File: src/rtl/mem_port_arbiter.sv
// Arbitrates the unified memory port between instruction fetch and load/store,
// with fetch anti-starvation and a memory-response timeout.
module mem_port_arbiter #(
  parameter int unsigned MAX_DATA_STREAK = 4,
  parameter int unsigned TIMEOUT_CYCLES  = 255
) (
  input  logic        clk,
  input  logic        rst_n,
  input  logic        if_req,
  input  logic [31:0] if_addr,
  input  logic        d_req,
  input  logic        d_we,
  input  logic [31:0] d_addr,
  input  logic [31:0] d_wdata,
  input  logic        mem_ready,
  output logic        mem_req,
  output logic        mem_we,
  output logic        mem_sel,
  output logic [31:0] mem_addr,
  output logic [31:0] mem_wdata,
  output logic        if_ack,
  output logic        d_ack,
  output logic        err
);

  localparam int unsigned SW = (MAX_DATA_STREAK >= 1) ? $clog2(MAX_DATA_STREAK + 1) : 1;
  localparam int unsigned TW = (TIMEOUT_CYCLES >= 2) ? $clog2(TIMEOUT_CYCLES) : 1;

  typedef enum logic [1:0] {
    ST_IDLE    = 2'd0,
    ST_BUSY_IF = 2'd1,
    ST_BUSY_D  = 2'd2
  } state_t;

  state_t          r_state;
  logic            r_mem_sel;
  logic [SW-1:0]   r_streak;
  logic [TW-1:0]   r_timer;

  logic w_busy;
  logic w_done;
  logic w_tmo;
  logic w_arb;
  logic w_f_ok;
  logic w_d_ok;
  logic w_starve;
  logic w_grant_d;
  logic w_grant_f;

  assign w_busy   = (r_state != ST_IDLE);
  assign w_done   = w_busy & mem_ready;
  assign w_tmo    = (TIMEOUT_CYCLES != 0) && w_busy && !mem_ready &&
                    (r_timer == TW'(TIMEOUT_CYCLES - 1));

  // Re-arbitrate when idle or on completion, excluding the requester just served.
  assign w_arb     = (r_state == ST_IDLE) | w_done;
  assign w_f_ok    = if_req & (r_state != ST_BUSY_IF);
  assign w_d_ok    = d_req & (r_state != ST_BUSY_D);
  assign w_starve  = (r_streak == SW'(MAX_DATA_STREAK));
  assign w_grant_d = w_arb & w_d_ok & ~(w_f_ok & w_starve);
  assign w_grant_f = w_arb & w_f_ok & ~w_grant_d;

  always_ff @(posedge clk or negedge rst_n) begin
    if (!rst_n) begin
      r_state   <= ST_IDLE;
      r_mem_sel <= 1'b0;
      r_streak  <= '0;
      r_timer   <= '0;
    end else if (w_grant_d) begin
      r_state   <= ST_BUSY_D;
      r_mem_sel <= 1'b1;
      r_timer   <= '0;
      if (!if_req)
        r_streak <= '0;
      else if (!w_starve)
        r_streak <= r_streak + SW'(1);
    end else if (w_grant_f) begin
      r_state   <= ST_BUSY_IF;
      r_mem_sel <= 1'b0;
      r_timer   <= '0;
      r_streak  <= '0;
    end else if (w_done || w_tmo) begin
      r_state <= ST_IDLE;
      r_timer <= '0;
    end else if (w_busy) begin
      r_timer <= r_timer + TW'(1);
    end
  end

  assign mem_req   = w_busy;
  assign mem_we    = (r_state == ST_BUSY_D) & d_we;
  assign mem_sel   = r_mem_sel;
  assign mem_addr  = r_mem_sel ? d_addr : if_addr;
  assign mem_wdata = r_mem_sel ? d_wdata : 32'd0;
  assign if_ack    = (r_state == ST_BUSY_IF) & mem_ready;
  assign d_ack     = (r_state == ST_BUSY_D) & mem_ready;
  assign err       = w_tmo;

endmodule
File: config.mk
export PLATFORM = sky130hd
export DESIGN_NAME = mem_port_arbiter
export DESIGN_NICKNAME = d
export VERILOG_FILES = /design/src/rtl/mem_port_arbiter.sv
export SDC_FILE = /design/constraint.sdc
export NUM_CORES = 1
export LEC_CHECK = 0
export CORE_MARGIN = 4
export CORE_UTILIZATION = 27
export CTS_CLUSTER_DIAMETER = 150
export CTS_CLUSTER_SIZE = 12
export DETAILED_ROUTE_END_ITERATION = 8
export PLACE_DENSITY = 0.83
export RECOVER_POWER = 50
export SYNTH_ARGS = -nofsm -noshare
export SYNTH_HDL_FRONTEND = slang
export SYNTH_SLANG_ARGS = --single-unit
File: constraint.sdc
create_clock -name clk -period 1.76 [get_ports clk]
set_clock_uncertainty 0.05 [all_clocks]
set_input_delay 0.264 -clock clk [delete_from_list [all_inputs] [get_ports clk]]
set_output_delay 0.264 -clock clk [all_outputs]
set_load 0.03 [all_outputs]
==> results.rst <==
.. list-table::
   :header-rows: 1

   * - Metric
     - Value
   * - Ratio of routed vias to standard cells
     - 4.59
   * - Post-Syn Area
     - 0.00141 mm2
   * - Startpoint type of the worst setup path
     - flop
   * - H-tree level count
     - 1
   * - Post-Syn Instances
     - around 150
   * - DRC violation count after routing
     - 0
   * - Antenna violations before repair
     - 0
   * - Complex-gate fraction of the synthesized area
     - around 11%
   * - Number of buffers created by CTS
     - 3
   * - Worst-Margin Slew
     - ~750 ps
   * - Adder-cell share of the synthesized area
     - under 10%
   * - CTS root buffer
     - clkbuf_8
   * - I/O pin cnt
     - about 170
   * - Most numerous cell types in the synthesized netlist
     - and2_1 (34), mux2_2 (32), dfrtp_1 (14)
   * - Count of final setup violators
     - 1
   * - Number of endpoints with negative hold slack in the final report
     - 0
   * - Skew-Pair Late Insertion Delay
     - roughly 250 ps
   * - Mux cell area share after synthesis
     - between 20% and 30%
   * - Async set-or-reset flop fraction in the synthesized netlist
     - 100%
   * - Critical path's largest stage delay
     - roughly 430 ps
   * - Simple-Gate Fraction of Synth Area
     - 25.4%
   * - Power per unit of standard cell area
     - approximately 1400 mW/mm2
   * - Area share of xor/xnor cells in the synthesized design
     - about 5.0%
   * - End point of the critical path
     - mem_addr[14]
   * - Crit-path slowest cell
     - dfrtp_2
   * - Worst reg2reg setup slack
     - 120 ps
   * - Final wirelength
     - between 7000 and 8000 um
   * - Max-slew headroom
     - between 40% and 50%
   * - Data arrival at the endpoint of the critical path
     - 1450 ps
   * - Total vias in the final route
     - 1872
   * - Final Instance Count excl. Fillers
     - slightly above 400
   * - Sequential fraction of the synthesis area
     - about a quarter
   * - Worst supply voltage drop on vdd
     - 0.000959 V
   * - Horizontal extent of the die
     - 80.4 um
   * - Port Buffer Count
     - between 150 and 200
   * - Clock tree buffer depth
     - 2
   * - Fin. max-slew vios
     - 0
   * - Crit Path Class
     - reg -> out
   * - Commonest register cell after synthesis
     - dfrtp_1
   * - Critical path cell sequence
     - buf_6, clkbuf_16, mux2_4, buf_12
   * - Placed Cells
     - 396
   * - Register bit count reported by yosys
     - 14
   * - Largest fanout on the critical path
     - 6
   * - Core Area
     - 0.00511 mm2
   * - Number of warning messages in the yosys log
     - 0
   * - Pre-CTS setup slack
     - 95.3 ps
   * - Max Fclk
     - about 0.57 GHz
   * - Routability congestion estimate
     - around 0.79
   * - Number of core rows
     - 26
   * - RR Endpoint
     - r_timer[1]$_DFFE_PN0P_
   * - Most common cell in the synthesized netlist
     - and2_1
   * - Clk sinks
     - 14
   * - Minimum setup slack in the final design
     - -0.229 ps
   * - Global-route usage over all layers
     - 19.4%
   * - Max-cap violations
     - 0
   * - Die Y-Extent
     - roughly 80 um
   * - Area growth syn-to-layout
     - 149%
   * - Leakage power of the design
     - approximately 1.6 nW
   * - Leading cell types by total area after synthesis
     - mux2_2 (25%), dfrtp_1 (25%), and2_1 (15%), ha_1 (3.5%), a21boi_4 (2.7%)
   * - Total nets after synthesis
     - 259
   * - Share of final-layout standard cells stronger than drive strength 1
     - roughly 44%
   * - Most area-hungry cell type in the Yosys netlist
     - mux2_2
   * - Reg2reg start
     - r_timer[0]$_DFFE_PN0P_
   * - Synthesized area per cell
     - about 9 um2
   * - Worst r2r path cells
     - 6
   * - Initial DRC Count
     - 21
   * - HPWL Detailed
     - 5820 um
   * - Detail Route Antenna Nets
     - 0
   * - Critical Path RT
     - between 1000 and 1500 ps
   * - Unrepaired setup endpoints after global routing
     - yes
   * - Congestion Overflow GR
     - 0
   * - Final critical path time including I/O delays and setup
     - about 1800 ps
   * - Beginning of the critical path
     - mem_sel$_DFFE_PN0P_
   * - Area of the die
     - about 0.0065 mm2
   * - Clock tree from TritonCTS
     - yes
   * - Result of the run
     - finished, violations left
   * - Clock transition at path regs
     - ~60 ps
   * - Violations in the final reports
     - negative setup slack
   * - Post-CTS Hold Buffers
     - 0
   * - N_diodes
     - 0
   * - Min-delay worst type
     - reg -> reg
   * - Number of nets in the final layout
     - ~450
   * - Crit end category
     - output port
   * - Maximum number of pins on one net before global-route repair
     - between 40 and 50
   * - Number of flops mapped to enable cells by yosys
     - 0
   * - Combinational family with the most area after synthesis
     - multiplexers
   * - Fraction of post-synthesis cell area in the top cell type by area
     - 25.5%
   * - Final routed wire length divided by cell count
     - a little under 20 um
   * - Initial cell density of the core
     - about 28%
   * - Unique cell type count in the Yosys netlist
     - 31
   * - Detailed-router iteration count before antenna repair
     - 4
   * - Number of global-route vias before repair
     - roughly 1800
   * - First-pass GRT wire length
     - roughly 9600 um
   * - Share of the clock period used by the worst path after layout
     - 100%
## power by group
group	switching [mW]	internal (mW)	total (mW)
logic	2.11	2.02	4.14
clock network	0.112	0.160	0.272
registers	0.0718	0.396	0.468
total	2.29	2.58	4.88
## worst min-delay path by stage
stage / depth (start not counted) / start / to
after floorplan: 0 / rst_n / mem_sel$_DFFE_PN0P_
after global placement: 2 / r_timer[7]$_DFFE_PN0P_ / r_timer[7]$_DFFE_PN0P_
after detailed placement: 2 / r_timer[7]$_DFFE_PN0P_ / r_timer[7]$_DFFE_PN0P_
after CTS: 2 / rst_n / r_timer[3]$_DFFE_PN0P_
after global routing: 2 / r_timer[4]$_DFFE_PN0P_ / r_timer[4]$_DFFE_PN0P_
final: 2 / r_timer[7]$_DFFE_PN0P_ / r_timer[7]$_DFFE_PN0P_
## metrics by stage
step | hold WS [ps] | utilization (%) | power [mW] | instance area [um2] | TNS, ps
4_1_cts | 268 | 63.3 | 4.28 | 3230 | -48.3
6_report | 514 | 68.8 | 4.88 | 3510 | -0.229
3_3_place_gp | 487 | 62.3 | 3.97 | 3180 | 0
2_1_floorplan | -81.6 | - | 2.52 | 1420 | 0
5_1_grt | 555 | 68.8 | 5.09 | 3510 | -237
3_5_place_dp | 501 | 62.3 | 4.00 | 3180 | 0
## state kept, by name, summed over array words and instances, names as in the netlist
signal and count:
mem_sel 1, r_state 2, r_streak 3, r_timer 8
## layout make-up
cell class	count	area, um2
sequential	14	352
clock buffer	4	45.0
multi-input combinational	125	1060
fill	406	1590
timing repair buffer	189	1940
inverter	6	25.0
tap	70	87.6
## kinds of logic (layout without fill, tap and decap cells)
family,count (synthesis),after routing
AND/OR/NAND/NOR,63,63
multiplexers,32,32
AO/OA/AOI/OAI,18,18
flip-flops,14,14
buffers and inverters,14,199
XOR/XNOR,8,8
adder cells (fa/ha/maj),4,4
## placed cells by master (no fill, tap or decap), types with 5 or more instances in the layout
| cell | instances |
|---|---|
| clkdlybuf4s50_1 | 100 |
| buf_6 | 37 |
| buf_4 | 32 |
| mux2_2 | 28 |
| and2_4 | 20 |
| and2_1 | 13 |
| dfrtp_1 | 13 |
| nor2_1 | 11 |
| buf_12 | 8 |
| nand2_1 | 5 |
| clkbuf_2 | 5 |
## metal layers
| layer | track usage [%] | up-vias | wire length [um] |
|---|---|---|---|
| li1 | - | 897 | - |
| met1 | 22.2 | 888 | 2980 |
| met2 | 34.7 | 76 | 4070 |
| met3 | 5.72 | 11 | 658 |
| met4 | 5.41 | 0 | 154 |
| met5 | 0 | - | 0 |
## worst max-delay path, delay by kind of cell, from the launching register on
family | cells | cell delay [ps]
multiplexers | 1 | 310
buffers and inverters | 3 | 440
flip-flops | 1 | 430
## timing repair
action,CTS,global route
resized for setup,2,64
gates cloned,0,4
buffers inserted,0,4
pin swaps,1,0
endpoints found under the setup margin,7,31
Note: power is estimated with default switching activity, not from simulation.
